[config.mk]
export PLATFORM = sky130hd
export DESIGN_NAME = slavefifo2b_bus_arbiter
export DESIGN_NICKNAME = d
export VERILOG_FILES = /design/src/rtl/slavefifo2b_bus_arbiter_pkg.sv /design/src/rtl/slavefifo2b_delay_cnt.sv /design/src/rtl/slavefifo2b_bus_arbiter.sv
export SDC_FILE = /design/constraint.sdc
export NUM_CORES = 1
export LEC_CHECK = 0
export ABC_CLOCK_PERIOD_IN_PS = 2600
export CAP_MARGIN = 0
export CORE_AREA = 2 2 39 41
export DETAILED_ROUTE_END_ITERATION = 10
export DIE_AREA = 0 0 41 43
export DONT_BUFFER_PORTS = 1
export PLACE_DENSITY = 0.65
export SLEW_MARGIN = 25
export SYNTH_ARGS = -nofsm -noshare
export SYNTH_HDL_FRONTEND = slang
export SYNTH_SLANG_ARGS = --single-unit
export TNS_END_PERCENT = 50
[constraint.sdc]
create_clock -name clk_100 -period 2.6 [get_ports clk_100]
set_input_delay 0.39 -clock clk_100 [delete_from_list [all_inputs] [get_ports clk_100]]
set_output_delay 0.39 -clock clk_100 [all_outputs]
set_load 0.005 [all_outputs]
[src/rtl/slavefifo2b_bus_arbiter_pkg.sv]
// Shared definitions for the FX3 slave-FIFO bus arbiter: state encoding,
// default socket addresses and requester identifiers.
package slavefifo2b_bus_arbiter_pkg;

    localparam logic [2:0] ST_IDLE       = 3'd0;
    localparam logic [2:0] ST_ADDR_SETUP = 3'd1;
    localparam logic [2:0] ST_GRANT_IN   = 3'd2;
    localparam logic [2:0] ST_GRANT_OUT  = 3'd3;
    localparam logic [2:0] ST_TURNAROUND = 3'd4;

    typedef enum logic [2:0] {
        S_IDLE       = ST_IDLE,
        S_ADDR_SETUP = ST_ADDR_SETUP,
        S_GRANT_IN   = ST_GRANT_IN,
        S_GRANT_OUT  = ST_GRANT_OUT,
        S_TURNAROUND = ST_TURNAROUND
    } arb_state_e;

    localparam logic [1:0] DEF_IN_ADDR  = 2'b00;
    localparam logic [1:0] DEF_OUT_ADDR = 2'b11;

    localparam logic WINNER_IN  = 1'b0;
    localparam logic WINNER_OUT = 1'b1;

    // Setup and turnaround lengths are limited to 1..15, so 4 bits hold n-1.
    localparam int unsigned DLY_W = 4;

    function automatic logic [1:0] winner_addr(input logic       winner,
                                               input logic [1:0] in_addr,
                                               input logic [1:0] out_addr);
        return (winner == WINNER_IN) ? in_addr : out_addr;
    endfunction

endpackage

[src/rtl/slavefifo2b_delay_cnt.sv]
// Loadable down-counter with a zero flag; shared by the FADDR setup wait
// and the bus turnaround gap.
module slavefifo2b_delay_cnt #(
    parameter int unsigned W = 4
) (
    input  logic         clk,
    input  logic         reset,
    input  logic         load,
    input  logic [W-1:0] value,
    input  logic         dec,
    output logic         zero
);

    logic [W-1:0] cnt_q;
    logic [W-1:0] cnt_d;

    always_comb begin
        cnt_d = cnt_q;
        if (load) begin
            cnt_d = value;
        end else if (dec && (cnt_q != '0)) begin
            cnt_d = cnt_q - W'(1);
        end
    end

    always_ff @(posedge clk) begin
        if (reset) begin
            cnt_q <= '0;
        end else begin
            cnt_q <= cnt_d;
        end
    end

    assign zero = (cnt_q == '0);

endmodule

[src/rtl/slavefifo2b_bus_arbiter.sv]
// Two-way round-robin owner of the FX3 slave-FIFO FADDR bus and DQ direction.
// Optional grant-length preempt hint is built when SLAVEFIFO_BURST_LIMIT_EN is defined.
module slavefifo2b_bus_arbiter
    import slavefifo2b_bus_arbiter_pkg::*;
#(
    parameter int unsigned FLAG_LAT         = 3,
    parameter int unsigned TA_CYCLES        = 2,
    parameter logic [1:0]  IN_ADDR          = DEF_IN_ADDR,
    parameter logic [1:0]  OUT_ADDR         = DEF_OUT_ADDR,
    parameter int unsigned MAX_GRANT_CYCLES = 1024
) (
    input  logic       clk_100,
    input  logic       reset,
    input  logic       in_req,
    input  logic       out_req,
    output logic       in_gnt,
    output logic       out_gnt,
    output logic [1:0] faddr,
    output logic       dq_oe,
    output logic       busy,
    output logic       preempt,
    output logic [2:0] state_dbg
);

    arb_state_e state_q, state_d;
    logic       winner_q, winner_d;
    logic       last_winner_q, last_winner_d;
    logic [1:0] faddr_q, faddr_d;
    logic       in_gnt_q, out_gnt_q;
    logic       busy_q;
    logic       preempt_q;

    logic             cnt_load;
    logic [DLY_W-1:0] cnt_value;
    logic             cnt_dec;
    logic             cnt_zero;

    logic any_req;
    logic pick;
    logic winner_req;

    slavefifo2b_delay_cnt #(
        .W(DLY_W)
    ) u_delay_cnt (
        .clk   (clk_100),
        .reset (reset),
        .load  (cnt_load),
        .value (cnt_value),
        .dec   (cnt_dec),
        .zero  (cnt_zero)
    );

    // On a tie the requester that did not win last time goes next.
    always_comb begin
        any_req = in_req | out_req;
        if (in_req && out_req) begin
            pick = ~last_winner_q;
        end else if (out_req) begin
            pick = WINNER_OUT;
        end else begin
            pick = WINNER_IN;
        end
        winner_req = (winner_q == WINNER_IN) ? in_req : out_req;
    end

    always_comb begin
        state_d       = state_q;
        winner_d      = winner_q;
        last_winner_d = last_winner_q;
        faddr_d       = faddr_q;
        cnt_load      = 1'b0;
        cnt_value     = '0;
        cnt_dec       = 1'b0;

        case (state_q)
            S_IDLE: begin
                if (any_req) begin
                    state_d   = S_ADDR_SETUP;
                    winner_d  = pick;
                    faddr_d   = winner_addr(pick, IN_ADDR, OUT_ADDR);
                    cnt_load  = 1'b1;
                    cnt_value = DLY_W'(FLAG_LAT - 1);
                end
            end
            S_ADDR_SETUP: begin
                if (!winner_req) begin
                    state_d = S_IDLE;
                end else if (cnt_zero) begin
                    state_d       = (winner_q == WINNER_IN) ? S_GRANT_IN : S_GRANT_OUT;
                    last_winner_d = winner_q;
                end else begin
                    cnt_dec = 1'b1;
                end
            end
            S_GRANT_IN, S_GRANT_OUT: begin
                if ((state_q == S_GRANT_IN) ? !in_req : !out_req) begin
                    state_d   = S_TURNAROUND;
                    cnt_load  = 1'b1;
                    cnt_value = DLY_W'(TA_CYCLES - 1);
                end
            end
            S_TURNAROUND: begin
                // The last gap cycle doubles as the IDLE arbitration cycle.
                if (!cnt_zero) begin
                    cnt_dec = 1'b1;
                end else if (any_req) begin
                    state_d   = S_ADDR_SETUP;
                    winner_d  = pick;
                    faddr_d   = winner_addr(pick, IN_ADDR, OUT_ADDR);
                    cnt_load  = 1'b1;
                    cnt_value = DLY_W'(FLAG_LAT - 1);
                end else begin
                    state_d = S_IDLE;
                end
            end
            default: begin
                state_d = S_IDLE;
            end
        endcase
    end

    always_ff @(posedge clk_100) begin
        if (reset) begin
            state_q       <= S_IDLE;
            winner_q      <= WINNER_IN;
            last_winner_q <= WINNER_IN;
            faddr_q       <= OUT_ADDR;
            in_gnt_q      <= 1'b0;
            out_gnt_q     <= 1'b0;
            busy_q        <= 1'b0;
        end else begin
            state_q       <= state_d;
            winner_q      <= winner_d;
            last_winner_q <= last_winner_d;
            faddr_q       <= faddr_d;
            in_gnt_q      <= (state_d == S_GRANT_IN);
            out_gnt_q     <= (state_d == S_GRANT_OUT);
            busy_q        <= (state_d != S_IDLE);
        end
    end

`ifdef SLAVEFIFO_BURST_LIMIT_EN
    logic [15:0] gcnt_q, gcnt_d;
    logic        preempt_d;
    logic        holding;
    logic        other_req;
    logic        limit_hit;

    always_comb begin
        holding   = (state_q == S_GRANT_IN) || (state_q == S_GRANT_OUT);
        other_req = (state_q == S_GRANT_IN) ? out_req : in_req;
        limit_hit = (32'(gcnt_q) >= (MAX_GRANT_CYCLES - 1));

        gcnt_d = gcnt_q;
        if (!holding) begin
            gcnt_d = '0;
        end else if (gcnt_q != 16'hFFFF) begin
            gcnt_d = gcnt_q + 16'd1;
        end

        // Sticky until the holder releases; the grant itself is never revoked.
        preempt_d = 1'b0;
        if (holding && (state_d == state_q)) begin
            preempt_d = preempt_q || (limit_hit && other_req);
        end
    end

    always_ff @(posedge clk_100) begin
        if (reset) begin
            gcnt_q    <= '0;
            preempt_q <= 1'b0;
        end else begin
            gcnt_q    <= gcnt_d;
            preempt_q <= preempt_d;
        end
    end
`else
    logic unused_burst_cfg;
    assign unused_burst_cfg = (MAX_GRANT_CYCLES != 0);
    assign preempt_q        = 1'b0;
`endif

    assign in_gnt    = in_gnt_q;
    assign out_gnt   = out_gnt_q;
    assign dq_oe     = in_gnt_q;
    assign faddr     = faddr_q;
    assign busy      = busy_q;
    assign preempt   = preempt_q;
    assign state_dbg = state_q;

endmodule

# Word level (Yosys, flattened, before mapping)
# Index checks and enable logic that the tools add are counted.
# totals
regBits	14
input_bits	4
out_inout_bits	10
elab_cells	63
# classes
add_sub_neg	1
eq_ne	7
muxes	32
n_bitwise	2
reduce_logical	13
# op_table
cell	n
$mux 3	5
$mux 1	14
$eq 3x2->1 const B	4
$pmux 3 s4	1
$mux 2	5
$mux 4	2
$pmux 2 s3	1
$logic_not 4->1	1
$pmux 1 s2	2
$pmux 2 s2	1
$reduce_bool 2->1	2
$reduce_bool 4->1	1
$sub 4x1->4 const B	1
$eq 3x1->1 const B	1
$eq 3x3->1 const B	1
$logic_not 3->1	1
$pmux 1 s3	1
$reduce_and 3->1	1
$reduce_bool 3->1	1
$logic_and 1x1->1	2
$logic_not 1->1	2
$ne 2x2->1 const B	1
$reduce_and 2->1	1
$reduce_or 2->1	1
other kinds (2)	2

# Longest topological paths before layout
# Gate-level depths: netlist (run 1).
# logic_depth
depth_word	7
ltp_mapped	7

# Modules after synthesis
# From an unflattened synthesis (run 1), not the netlist that was laid out.
# unflattened
hier_cells	79
area_unflattened_um2	728.2
# modules_own_cells
mod	instances	cells_per_inst	area_per_inst_um2
slavefifo2b_bus_arbiter	1	50	465.4
slavefifo2b_delay_cnt	1	29	262.8

# Least setup slack after synthesis (run 1)
# Ideal clock, no wire load.
# synth_path
path_kind	flip-flop to flip-flop
startpoint	register u_delay_cnt.cnt_q[0]
endpoint	register u_delay_cnt.cnt_q[1]
setup_ns	0.103
arrival_time_ns	1.759
setup_slack_ns	0.738
path_stages_with_launch	8
period_less_slack_ns	1.862
path_cell_list	dfxtp_1 inv_1 ha_1 or3b_1 buf_6 a2111oi_4 a211oi_1 a2111oi_2
# synth_via
elab_chain_cells	6
# synth_lines
item	line	text
start: declaration	slavefifo2b_delay_cnt.sv:14	logic [W-1:0] cnt_q;
start signal: assignment	slavefifo2b_delay_cnt.sv:30	cnt_q <= cnt_d;
$logic_not 4->1	slavefifo2b_delay_cnt.sv:34	assign zero = (cnt_q == '0);
$mux 1	slavefifo2b_bus_arbiter.sv:88, slavefifo2b_bus_arbiter.sv:104	
$mux 1	slavefifo2b_bus_arbiter.sv:86	if (!winner_req) begin
$pmux 1 s2	slavefifo2b_bus_arbiter.sv:75	case (state_q)
$logic_and 1x1->1	slavefifo2b_delay_cnt.sv:21	end else if (dec && (cnt_q != '0)) begin
$reduce_bool 2->1 (no source line)	--	
# Several ways; a longest one is shown, not always the timed one. The select of a mux whose other input is x is not followed.
# A chain may end at the register's enable or synchronous reset.

# Final worst setup path (run 1)
# Same ends and word-level chain as after synthesis.

==> results of run 1 <==
flip-flops by register name (all words and copies together) (netlist names):
register,flops
winner_q,1
dq_oe,1
faddr,1
last_winner_q,1
u_delay_cnt.cnt_q,4
state_dbg,3
out_gnt,1
busy,1
cell usage in the layout, fill, tap and decap left out, drive strengths merged:
master,instances
nor3b,2
a32o,1
ha,1
and3,1
mux2i,1
o22ai,1
or3,2
nand3b,1
a211oi,2
nor2,8
a21o,1
conb,1
nor2b,2
clkbuf,4
o211ai,1
nand3,2
or3b,1
a32oi,1
nand2b,4
a22o,1
a21oi,4
mux2,2
a22oi,1
nand2,4
a2111oi,3
dfxtp,13
inv,4
or4,2
o21ai,3
worst max-delay path, cell delays in order (launching register included):
cell       delay [ns]
dfxtp_1          0.34
inv_1            0.06
ha_1             0.16
or3b_1           0.50
a2111oi_4        0.51
a211oi_1         0.11
a2111oi_2        0.27
metal layers:
layer / share of wire [%] / vias up
met2: 42 / 16
met3: 5.5 / 5
li1: - / 266
met1: 50 / 233
met4: 2.8 / 0
met5: 0 / -
area by class of cell:
class,count,area [um2]
Fill cell,138,693
Multi-Input combinational cell,53,369
Inverter,4,15.0
Sequential cell,13,260
Tap cell,16,20.0
Clock buffer,4,26.3
synth_stat cells (all sizes together) (2+ instances only):
master   instances
dfxtp           13
nor2             8
buf              5
a21oi            4
inv              4
nand2            4
nand2b           4
a2111oi          3
o21ai            3
a211oi           2
mux2             2
nand3            2
nor2b            2
nor3b            2
or3              2
or4              2
kinds of logic (layout without fill, tap and decap cells):
kind of cell	after synthesis	in the layout
simple gates	29	29
flops	13	13
buf+inv	9	8
fa+ha+maj	1	1
compound gates	19	19
mux	3	3
other cells	1	1
stage by stage:
step                      instances  power, mW
after floorplan                  75      0.328
after CTS                        90      0.458
final                            90      0.456
after detailed placement         86      0.334
after global placement           86      0.334
after global routing             90      0.484
power by group:
group          total, mW  leakage [nW]  switching [mW]  internal (mW)
Combinational     0.0956         0.136          0.0511         0.0445
Sequential         0.234         0.106          0.0186          0.215
Clock              0.127        0.0150          0.0673         0.0595
Total              0.456         0.257           0.137          0.319
path summary, 6_finish.rpt:
check / from / slack, ns / to
max: u_delay_cnt.cnt_q[0] / 0.55 / u_delay_cnt.cnt_q[1]
min: reset / 0.17 / u_delay_cnt.cnt_q[1]
max reg2reg: u_delay_cnt.cnt_q[0] / 0.55 / u_delay_cnt.cnt_q[1]
min reg2reg: last_winner_q / 0.51 / last_winner_q
==> run_results.csv, run 1 <==
group,metric,value,unit
clocking,htreeDepth,1,
global_route,grt_overflow_total,0,
timing,hold_violations,0,
worst_setup_path,worstPathMaxFanout,7,
placement,hpwl,887,um
synthesis,synth_top_family_by_area,"simple AND/OR/NAND/NOR gates",
worst_setup_path,cp-start-kind,"flop",
synthesis,synth_top_area_share,38.1,%
synthesis,synthSimpleGateAreaFrac,23.8,%
global_route,grt_max_degree,12,
job,max_cap_viol_count,0,
die,dieHeight,43,um
global_route,grt_pass1_vias,459,
synthesis,synthCells,75,
global_route,grt_pass1_wl,2.03,mm
timing,setup_tns,0,ns
clocking,clkLatencyLatePin,0.28,ns
timing,fin_crit,2.05,ns
clocking,clkTransAtPathRegs,0.08,ns
clocking,clock_tree.root_cell,"clkbuf_4",
placement,io_buffers,0,
clocking,cts_buffer_depth,2,
placement,place.gp.congestion,0.808,
placement,pre_cts_slack,0.574,ns
worst_setup_path,cp_data_required_time,2.78,ns
synthesis,yosysWarnings,0,
power_and_ir_drop,pwr_density_cell,660,nW/um2
global_route,antenna_found_initial,0,
power_and_ir_drop,p_leak,0.257,nW
finish,syn2layout_area_growth,1.10,%
worst_setup_path,path_class,"reg2reg",
global_route,use_met3,5.76,%
synthesis,synth-main-ff-cell,"dfxtp_1",
worst_hold_path,worstHoldPathType,"in2reg",
status,outcome,"finished, final reports clean",
synthesis,synth-edff-count,0,
finish,layout.nets,80,
die,initial_utilization,49.4,%
global_route,top_usage_layer,"met1",
timing,clock.fmax,0.488,GHz
clocking,cts_buffers,3,
drt,drc,0,
finish,final_util,49.9,%
finish,fin_area,691,um2
clocking,post_cts_buffers,0,
synthesis,synth_top_area_cell,"dfxtp_1",
synthesis,synthArstFlopShare,0,%
clocking,cts_hold_buf,0,
timing,grt_setup_unrepaired,"no",
worst_setup_path,r2r_cells,6,
timing,slew_viol_final,0,
synthesis,syn_nets,80,
finish,antenna_cells,0,
die,io_pins,14,
global_route,met1_usage,23.6,%
clocking,clock_sinks,13,
synthesis,syn-cell-area,683,um2
synthesis,synth_seq_cells,13,
timing,hold_ws,0.166,ns
placement,placed_area,664,um2
worst_setup_path,cp.arrival,2.23,ns
timing,setup_ws,0.551,ns
timing,setup_viol,0,
drt,ant_nets,0,
worst_setup_path,cp-end-kind,"flop",
drt,drt-initial-drc-count,16,
finish,drive_gt1_share,10.8,%
synthesis,muxShareOfSynthArea,4.76,%
global_route,grt_usage,17.1,%
drt,wl_per_cell,13.4,um
timing,skew,0.00416,ns
synthesis,synthAdderAreaFrac,1.83,%
drt,via_per_inst,5.78,
die,num_rows,14,
synthesis,yosys-top-cells-area,"dfxtp_1 (38%), nor2_1 (4.4%), a2111oi_4 (4.0%)",
synthesis,seq_area_frac_synth,38.1,%
synthesis,synth_compound_area_share,23.1,%
die,die_area,1760,um2
drt,routed_wl,1.20,mm
die,core_area,1380,um2
drt,first_pass_iters,4,
die,die_w,41,um
global_route,use_met2,22.2,%
synthesis,syn_area_per_cell,9.11,um2
drt,vias,520,
synthesis,synth-xor-area-share,0,%
power_and_ir_drop,peakVddDrop,0.279,mV
timing,post-route-period-util,78.8,%
clocking,cts_tree,"done",
synthesis,ys_types,34,
clocking,cts_repair_resize_count,0,
worst_hold_path,hold_depth,1,
No activity file was read; power rests on OpenSTA's default activity.
==> run 2: changes to the inputs <==
Settings changed: ABC_AREA set to 1, ABC_CLOCK_PERIOD_IN_PS 2600 to 1600, CORE_AREA 2 2 39 41 to unset, CORE_MARGIN set to 2, CORE_UTILIZATION set to 52, DIE_AREA 0 0 41 43 to unset, PLACE_DENSITY 0.65 to 0.69.
Clock period 2.6 ns to 1.6 ns, I/O delays scaled along.
==> run 2 against run 1 <==
  * Critical path depth rose by 4
  * Setup slack lost 0.42 ns
  * Final area is 1.8% higher
  * Clock-buffer cell count did not move
  * Synthesized cell count is 35% higher
  * Via count rose by 18%
  * Worst hold slack worse by 0.14 ns
  * Sequential share of layout area fell by 0.49 points
  * First-iteration DRC count increased by 31%
  * Critical endpoint is now busy
  * Sequential cell count is the same
  * Area after synthesis decreased by 0.92%
==> run_results.csv, run 2 <==
group,metric,value,unit
worst_setup_path,cp-end-kind,"flop",
worst_setup_path,path_class,"reg2reg",
global_route,grt_pass1_vias,448,
power_and_ir_drop,p_leak,0.332,nW
clocking,clkLatencyLatePin,0.27,ns
timing,slew_viol_final,0,
timing,hold_violations,0,
synthesis,yosys-top-cells-area,"dfxtp_1 (38%), nand2_1 (17%), nand3_1 (9.6%)",
die,core_area,1250,um2
clocking,cts_repair_resize_count,0,
clocking,cts_buffer_depth,2,
worst_setup_path,cp_data_required_time,1.77,ns
finish,final_util,56.1,%
synthesis,yosysWarnings,0,
placement,hpwl,877,um
die,initial_utilization,54.0,%
synthesis,syn_nets,106,
drt,routed_wl,1.19,mm
status,outcome,"finished, final reports clean",
drt,ant_nets,0,
synthesis,synthCells,101,
power_and_ir_drop,peakVddDrop,0.562,mV
finish,syn2layout_area_growth,3.88,%
placement,placed_area,673,um2
power_and_ir_drop,combPwrFrac,22.0,%
worst_setup_path,cp.arrival,1.64,ns
finish,final_common_cell,"nand2_1",
worst_hold_path,worstHoldPathType,"in2reg",
global_route,use_met2,24.6,%
global_route,met1_usage,23.2,%
finish,fin_area,703,um2
finish,top_register,"u_delay_cnt.cnt_q",
power_and_ir_drop,p_switching,0.235,mW
drt,drc,0,
die,io_pins,14,
global_route,grt_usage,17.2,%
synthesis,synth-edff-count,0,
drt,first_pass_iters,4,
finish,largest_register_ffs,4,
timing,grt_setup_unrepaired,"no",
clocking,clock_sinks,13,
timing,fin_crit,1.47,ns
synthesis,seq_area_frac_synth,38.4,%
placement,io_buffers,0,
power_and_ir_drop,internal_power,0.508,mW
clocking,clock_tree.root_cell,"clkbuf_4",
synthesis,synth_seq_cells,13,
global_route,grt_overflow_total,0,
die,dieHeight,40.1,um
drt,via_per_inst,5.25,
die,num_rows,13,
power_and_ir_drop,p_sw_share,31.6,%
die,die_area,1610,um2
power_and_ir_drop,pwr_density_cell,1060,nW/um2
clocking,post_cts_buffers,0,
finish,final_cell_mix,"nand2_1 (29), inv_1 (14), nand3_1 (13), dfxtp_1 (12), nor2_1 (8)",
clocking,cts_tree,"done",
placement,pre_cts_slack,0.0629,ns
power_and_ir_drop,seqPwrFrac,50.9,%
drt,wl_per_cell,10.2,um
synthesis,synthArstFlopShare,0,%
timing,clock.fmax,0.680,GHz
timing,skew,0.000561,ns
drt,vias,614,
clocking,cts_buffers,3,
global_route,grt_max_degree,9,
clocking,clkTransAtPathRegs,0.08,ns
synthesis,synth-main-ff-cell,"dfxtp_1",
clocking,htreeDepth,1,
job,max_cap_viol_count,0,
synthesis,ys_types,20,
synthesis,synth_top_area_cell,"dfxtp_1",
synthesis,syn_area_per_cell,6.70,um2
worst_setup_path,worstPathMaxFanout,6,
timing,setup_tns,0,ns
global_route,top_usage_layer,"met2",
global_route,antenna_found_initial,0,
finish,layout.nets,108,
finish,antenna_cells,0,
synthesis,synthMostInstantiatedCell,"nand2_1",
die,die_w,40.1,um
timing,setup_viol,0,
global_route,use_met3,3.89,%
timing,setup_ws,0.130,ns
drt,drt-initial-drc-count,21,
timing,post-route-period-util,91.9,%
power_and_ir_drop,pwr-share-clk,27.1,%
worst_setup_path,cp-start-kind,"flop",
placement,place.gp.congestion,0.857,
clocking,cts_hold_buf,0,
synthesis,synth_top_area_share,38.4,%
finish,drive_gt1_share,13.7,%
synthesis,yosys-top-cells-count,"nand2_1 (30), inv_1 (14), dfxtp_1 (13), nand3_1 (13), nor2_1 (8)",
global_route,grt_pass1_wl,1.79,mm
synthesis,syn-cell-area,677,um2
==> run 2: changes by cell type after synthesis, sizes merged, moves of 3 or more <==
cell	before	now
inv	4	15
a2111oi	3	0
nand2	4	33
nand2b	4	0
nand3	2	14
nor2	8	11
==> run 2: worst paths after layout <==
kind                                      startpoint             to  slack [ns]  cells past startpoint
worst min register to register         last_winner_q  last_winner_q        0.46                      2
worst max register to register  u_delay_cnt.cnt_q[0]           busy        0.13                     10
worst max-delay path            u_delay_cnt.cnt_q[0]           busy        0.13                     10
worst min-delay path                           reset       winner_q        0.02                      1
==> run 2: worst max-delay path, stage by stage (launching register included) <==
cell and delay (ns):
dfxtp_2 0.35, inv_1 0.05, ha_1 0.24, nand3_2 0.14
nand2_1 0.11, nand2_2 0.14, nand2_1 0.07, inv_1 0.05
nand2_1 0.08, nand2_1 0.09, nand2_1 0.05
==> run 2: final cells by class <==
class	count	area [um2]
fillers	125	549
multi-input cells	70	340
flip-flops and latches	13	262
inverters	15	56.3
clock buffers	4	26.3
well taps	15	18.8
==> run 2: layer usage <==
layer  part of all wire, %  up-vias
met3                   5.6        5
met1                    48      272
met4                   2.7        0
met2                    44       20
li1                      -      317
met5                     0        -
==> run 2: cells by family (layout without fill, tap and decap cells) <==
group / Yosys count / count (layout) / share of synthesized area, %
buf+inv: 18 / 19 / 11.6
simple gates: 62 / 62 / 42.3
flops: 13 / 13 / 38.4
compound gates: 6 / 6 / 5.18
fa+ha+maj: 1 / 1 / 1.85
other cells: 1 / 1 / 0.554
==> run 2: power by group through the flow <==
stage | logic [mW] | clock network (mW) | registers, mW
global route | 0.189 | 0.213 | 0.383
global placement | 0.159 | 0 | 0.385
detailed placement | 0.162 | 0 | 0.385
CTS | 0.163 | 0.205 | 0.378
finish | 0.164 | 0.201 | 0.378
floorplan | 0.145 | 0 | 0.379
==> run 2: per-stage QoR <==
step / cells / power (mW) / hold slack, ns
after floorplan: 101 / 0.524 / 0.309
after global placement: 113 / 0.544 / 0.311
after detailed placement: 113 / 0.547 / 0.315
after CTS: 117 / 0.745 / 0.0238
after global routing: 117 / 0.786 / 0.0270
final: 117 / 0.743 / 0.0229
==> run 3: changes to the inputs <==
Settings changed: SETUP_SLACK_MARGIN set to 0.4.
==> run 3 against run 2 <==
  * Non-clock buffer count is 8 higher
  * Final area is 29% higher
  * Largest cell class unchanged
  * Critical path type unchanged
  * Highest routed layer unchanged
  * Via count is 6.0% higher
  * Clock skew is 0.0080 ns higher
  * Fmax is 18% higher
  * Die area stayed put
  * First-iteration DRC count is 62% lower
  * Setup slack better by 0.22 ns
  * Cell count is 6.8% higher
  * Combinational power is 69% higher
==> run_results.csv, run 3 (synthesis gave the netlist of run 2 again) <==
group,metric,value,unit
finish,nFillCells,91,
power_and_ir_drop,combPwrFrac,31.8,%
worst_setup_path,worstPathMaxFanout,5,
die,dieHeight,40.1,um
worst_setup_path,reg2reg_to,"busy",
worst_hold_path,hold_depth,2,
power_and_ir_drop,peakVddDrop,0.654,mV
job,max_cap_viol_count,0,
placement,dpl.cell_count,113,
die,die_area,1610,um2
worst_setup_path,cp-end-kind,"flop",
finish,top_register,"u_delay_cnt.cnt_q",
drt,m1WireLength,700,um
timing,fin_crit,1.25,ns
finish,largest_register_ffs,4,
worst_setup_path,cp_data_required_time,1.78,ns
worst_setup_path,crit_slowest_cell,"dfxtp_4",
finish,syn2layout_area_growth,34.4,%
die,die_w,40.1,um
status,outcome,"finished, final reports clean",
drt,via_per_inst,5.21,
global_route,grt_pass1_wl,1.95,mm
power_and_ir_drop,pwr-share-clk,24.4,%
drt,drt-initial-drc-count,8,
finish,antenna_cells,0,
timing,post-route-period-util,78.0,%
worst_setup_path,path_delay_family,"simple AND/OR/NAND/NOR gates",
global_route,grt_overflow_total,0,
worst_setup_path,r2r_cells,9,
clocking,clock_sinks,13,
clocking,htreeDepth,1,
timing,setup_tns,0,ns
finish,drive_gt1_share,45.5,%
die,core_area,1250,um2
worst_setup_path,path_cells,"inv_2, nor2_4, nand2_1, nand2_2, nand2_1, nand3_2, nand2_4, nand2_2, nand2_1",
finish,ff_latch_area,273,um2
timing,skew,0.00853,ns
worst_setup_path,slowest_delay,0.40,ns
clocking,cts_buffers,3,
worst_setup_path,rr_startpoint,"state_dbg[1]",
global_route,grt_usage,19.1,%
drt,wl_per_cell,12.5,um
clocking,clock_tree.root_cell,"clkbuf_4",
drt,wl_met2,730,um
placement,hpwl,988,um
global_route,antenna_found_initial,0,
worst_setup_path,cp.arrival,1.43,ns
drt,vias,651,
die,num_rows,13,
placement,place.gp.congestion,0.790,
power_and_ir_drop,p_sw_share,34.7,%
worst_setup_path,path_class,"reg2reg",
drt,met3_wirelength,99,um
timing,clock.fmax,0.802,GHz
clocking,cts_buffer_depth,2,
drt,ant_nets,0,
die,initial_utilization,54.0,%
global_route,grt_max_degree,9,
finish,multiInputGateArea,463,um2
die,io_pins,14,
clocking,cts_tree,"done",
timing,hold_violations,0,
timing,slew_viol_final,0,
power_and_ir_drop,p_leak,0.403,nW
timing,setup_viol,0,
worst_hold_path,worstHoldPathType,"in2reg",
power_and_ir_drop,pwr_density_cell,958,nW/um2
worst_setup_path,r2r_slack,0.35,ns
drt,dr.max_layer_used,"met4",
clocking,clkTransAtPathRegs,0.09,ns
clocking,clkLatencyLatePin,0.29,ns
drt,routed_wl,1.56,mm
power_and_ir_drop,internal_power,0.569,mW
finish,layout.nets,116,
power_and_ir_drop,p_switching,0.302,mW
worst_setup_path,cp-start-kind,"flop",
worst_setup_path,critical_path.most_common_cell,"nand2_1",
worst_hold_path,worstHoldStart,"out_req",
worst_hold_path,whs_endpoint,"winner_q",
finish,layoutNonFillerInstCount,125,
timing,grt_setup_unrepaired,"yes",
finish,final_common_cell,"nand2_1",
drt,drc,0,
global_route,grt_pass1_vias,473,
finish,final_cell_mix,"nand2_1 (19), inv_1 (9), nand2_2 (8), nand3_1 (7), dfxtp_1 (7)",
drt,first_pass_iters,4,
power_and_ir_drop,seqPwrFrac,43.8,%
worst_setup_path,worst-path-buf-inv,1,
placement,io_buffers,0,
run 3: stage by stage:
step                hold slack [ns]  instance area [um2]  setup slack (ns)  utilization (%)  total power, mW
CTS                          0.0134                  801             0.327             63.9            0.812
finish                        0.159                  910             0.352             72.6            0.871
detailed placement            0.314                  697             0.258             55.6            0.566
global route                  0.152                  910             0.272             72.6            0.920
floorplan                     0.309                  701             0.406                -            0.541
global placement              0.311                  697             0.305             55.6            0.563
run 3: repair_timing:
action	4_1_cts	5_1_grt
resized for setup	11	30
hold buffers	1	1
hold endpoints to repair	1	1
setup endpoints to repair	10	12
pin swaps	7	15
buffers inserted	5	1
run 3: layout make-up:
cell class              instances  area share (%)
repair buffers                  8            7.98
well taps                      15            2.06
multi-input cells              70            50.9
inverters                      15            6.19
flip-flops and latches         13            30.0
clock buffers                   4            2.89
run 3: power by group through the flow:
stage               clock (mW)  combinational (mW)  sequential [mW]
global placement             0               0.177            0.385
floorplan                    0               0.161            0.380
CTS                      0.215               0.219            0.378
global route             0.231               0.302            0.387
detailed placement           0               0.180            0.386
finish                   0.212               0.277            0.382
run 3: per-layer routing:
metal / vias up / GRT usage (%)
li1: 333 / -
met1: 294 / 24.5
met2: 20 / 27.0
met3: 4 / 7.22
met4: 0 / 10.3
met5: - / 0
run 3: how the worst max path moves through the flow:
stage	start	to	slack, ns	depth (start not counted)
after floorplan	u_delay_cnt.cnt_q[1]	busy	0.41	10
after global placement	u_delay_cnt.cnt_q[1]	busy	0.31	10
after detailed placement	u_delay_cnt.cnt_q[1]	u_delay_cnt.cnt_q[3]	0.26	9
after CTS	state_dbg[2]	dq_oe	0.33	8
after global routing	state_dbg[1]	busy	0.27	9
final	state_dbg[1]	busy	0.35	9
run 3: worst reg2reg max path, stage by stage (launching register included):
cell and delay [ns]:
dfxtp_4 0.40, inv_2 0.05, nor2_4 0.17, nand2_1 0.08, nand2_2 0.07, nand2_1 0.09
nand3_2 0.11, nand2_4 0.07, nand2_2 0.06, nand2_1 0.05
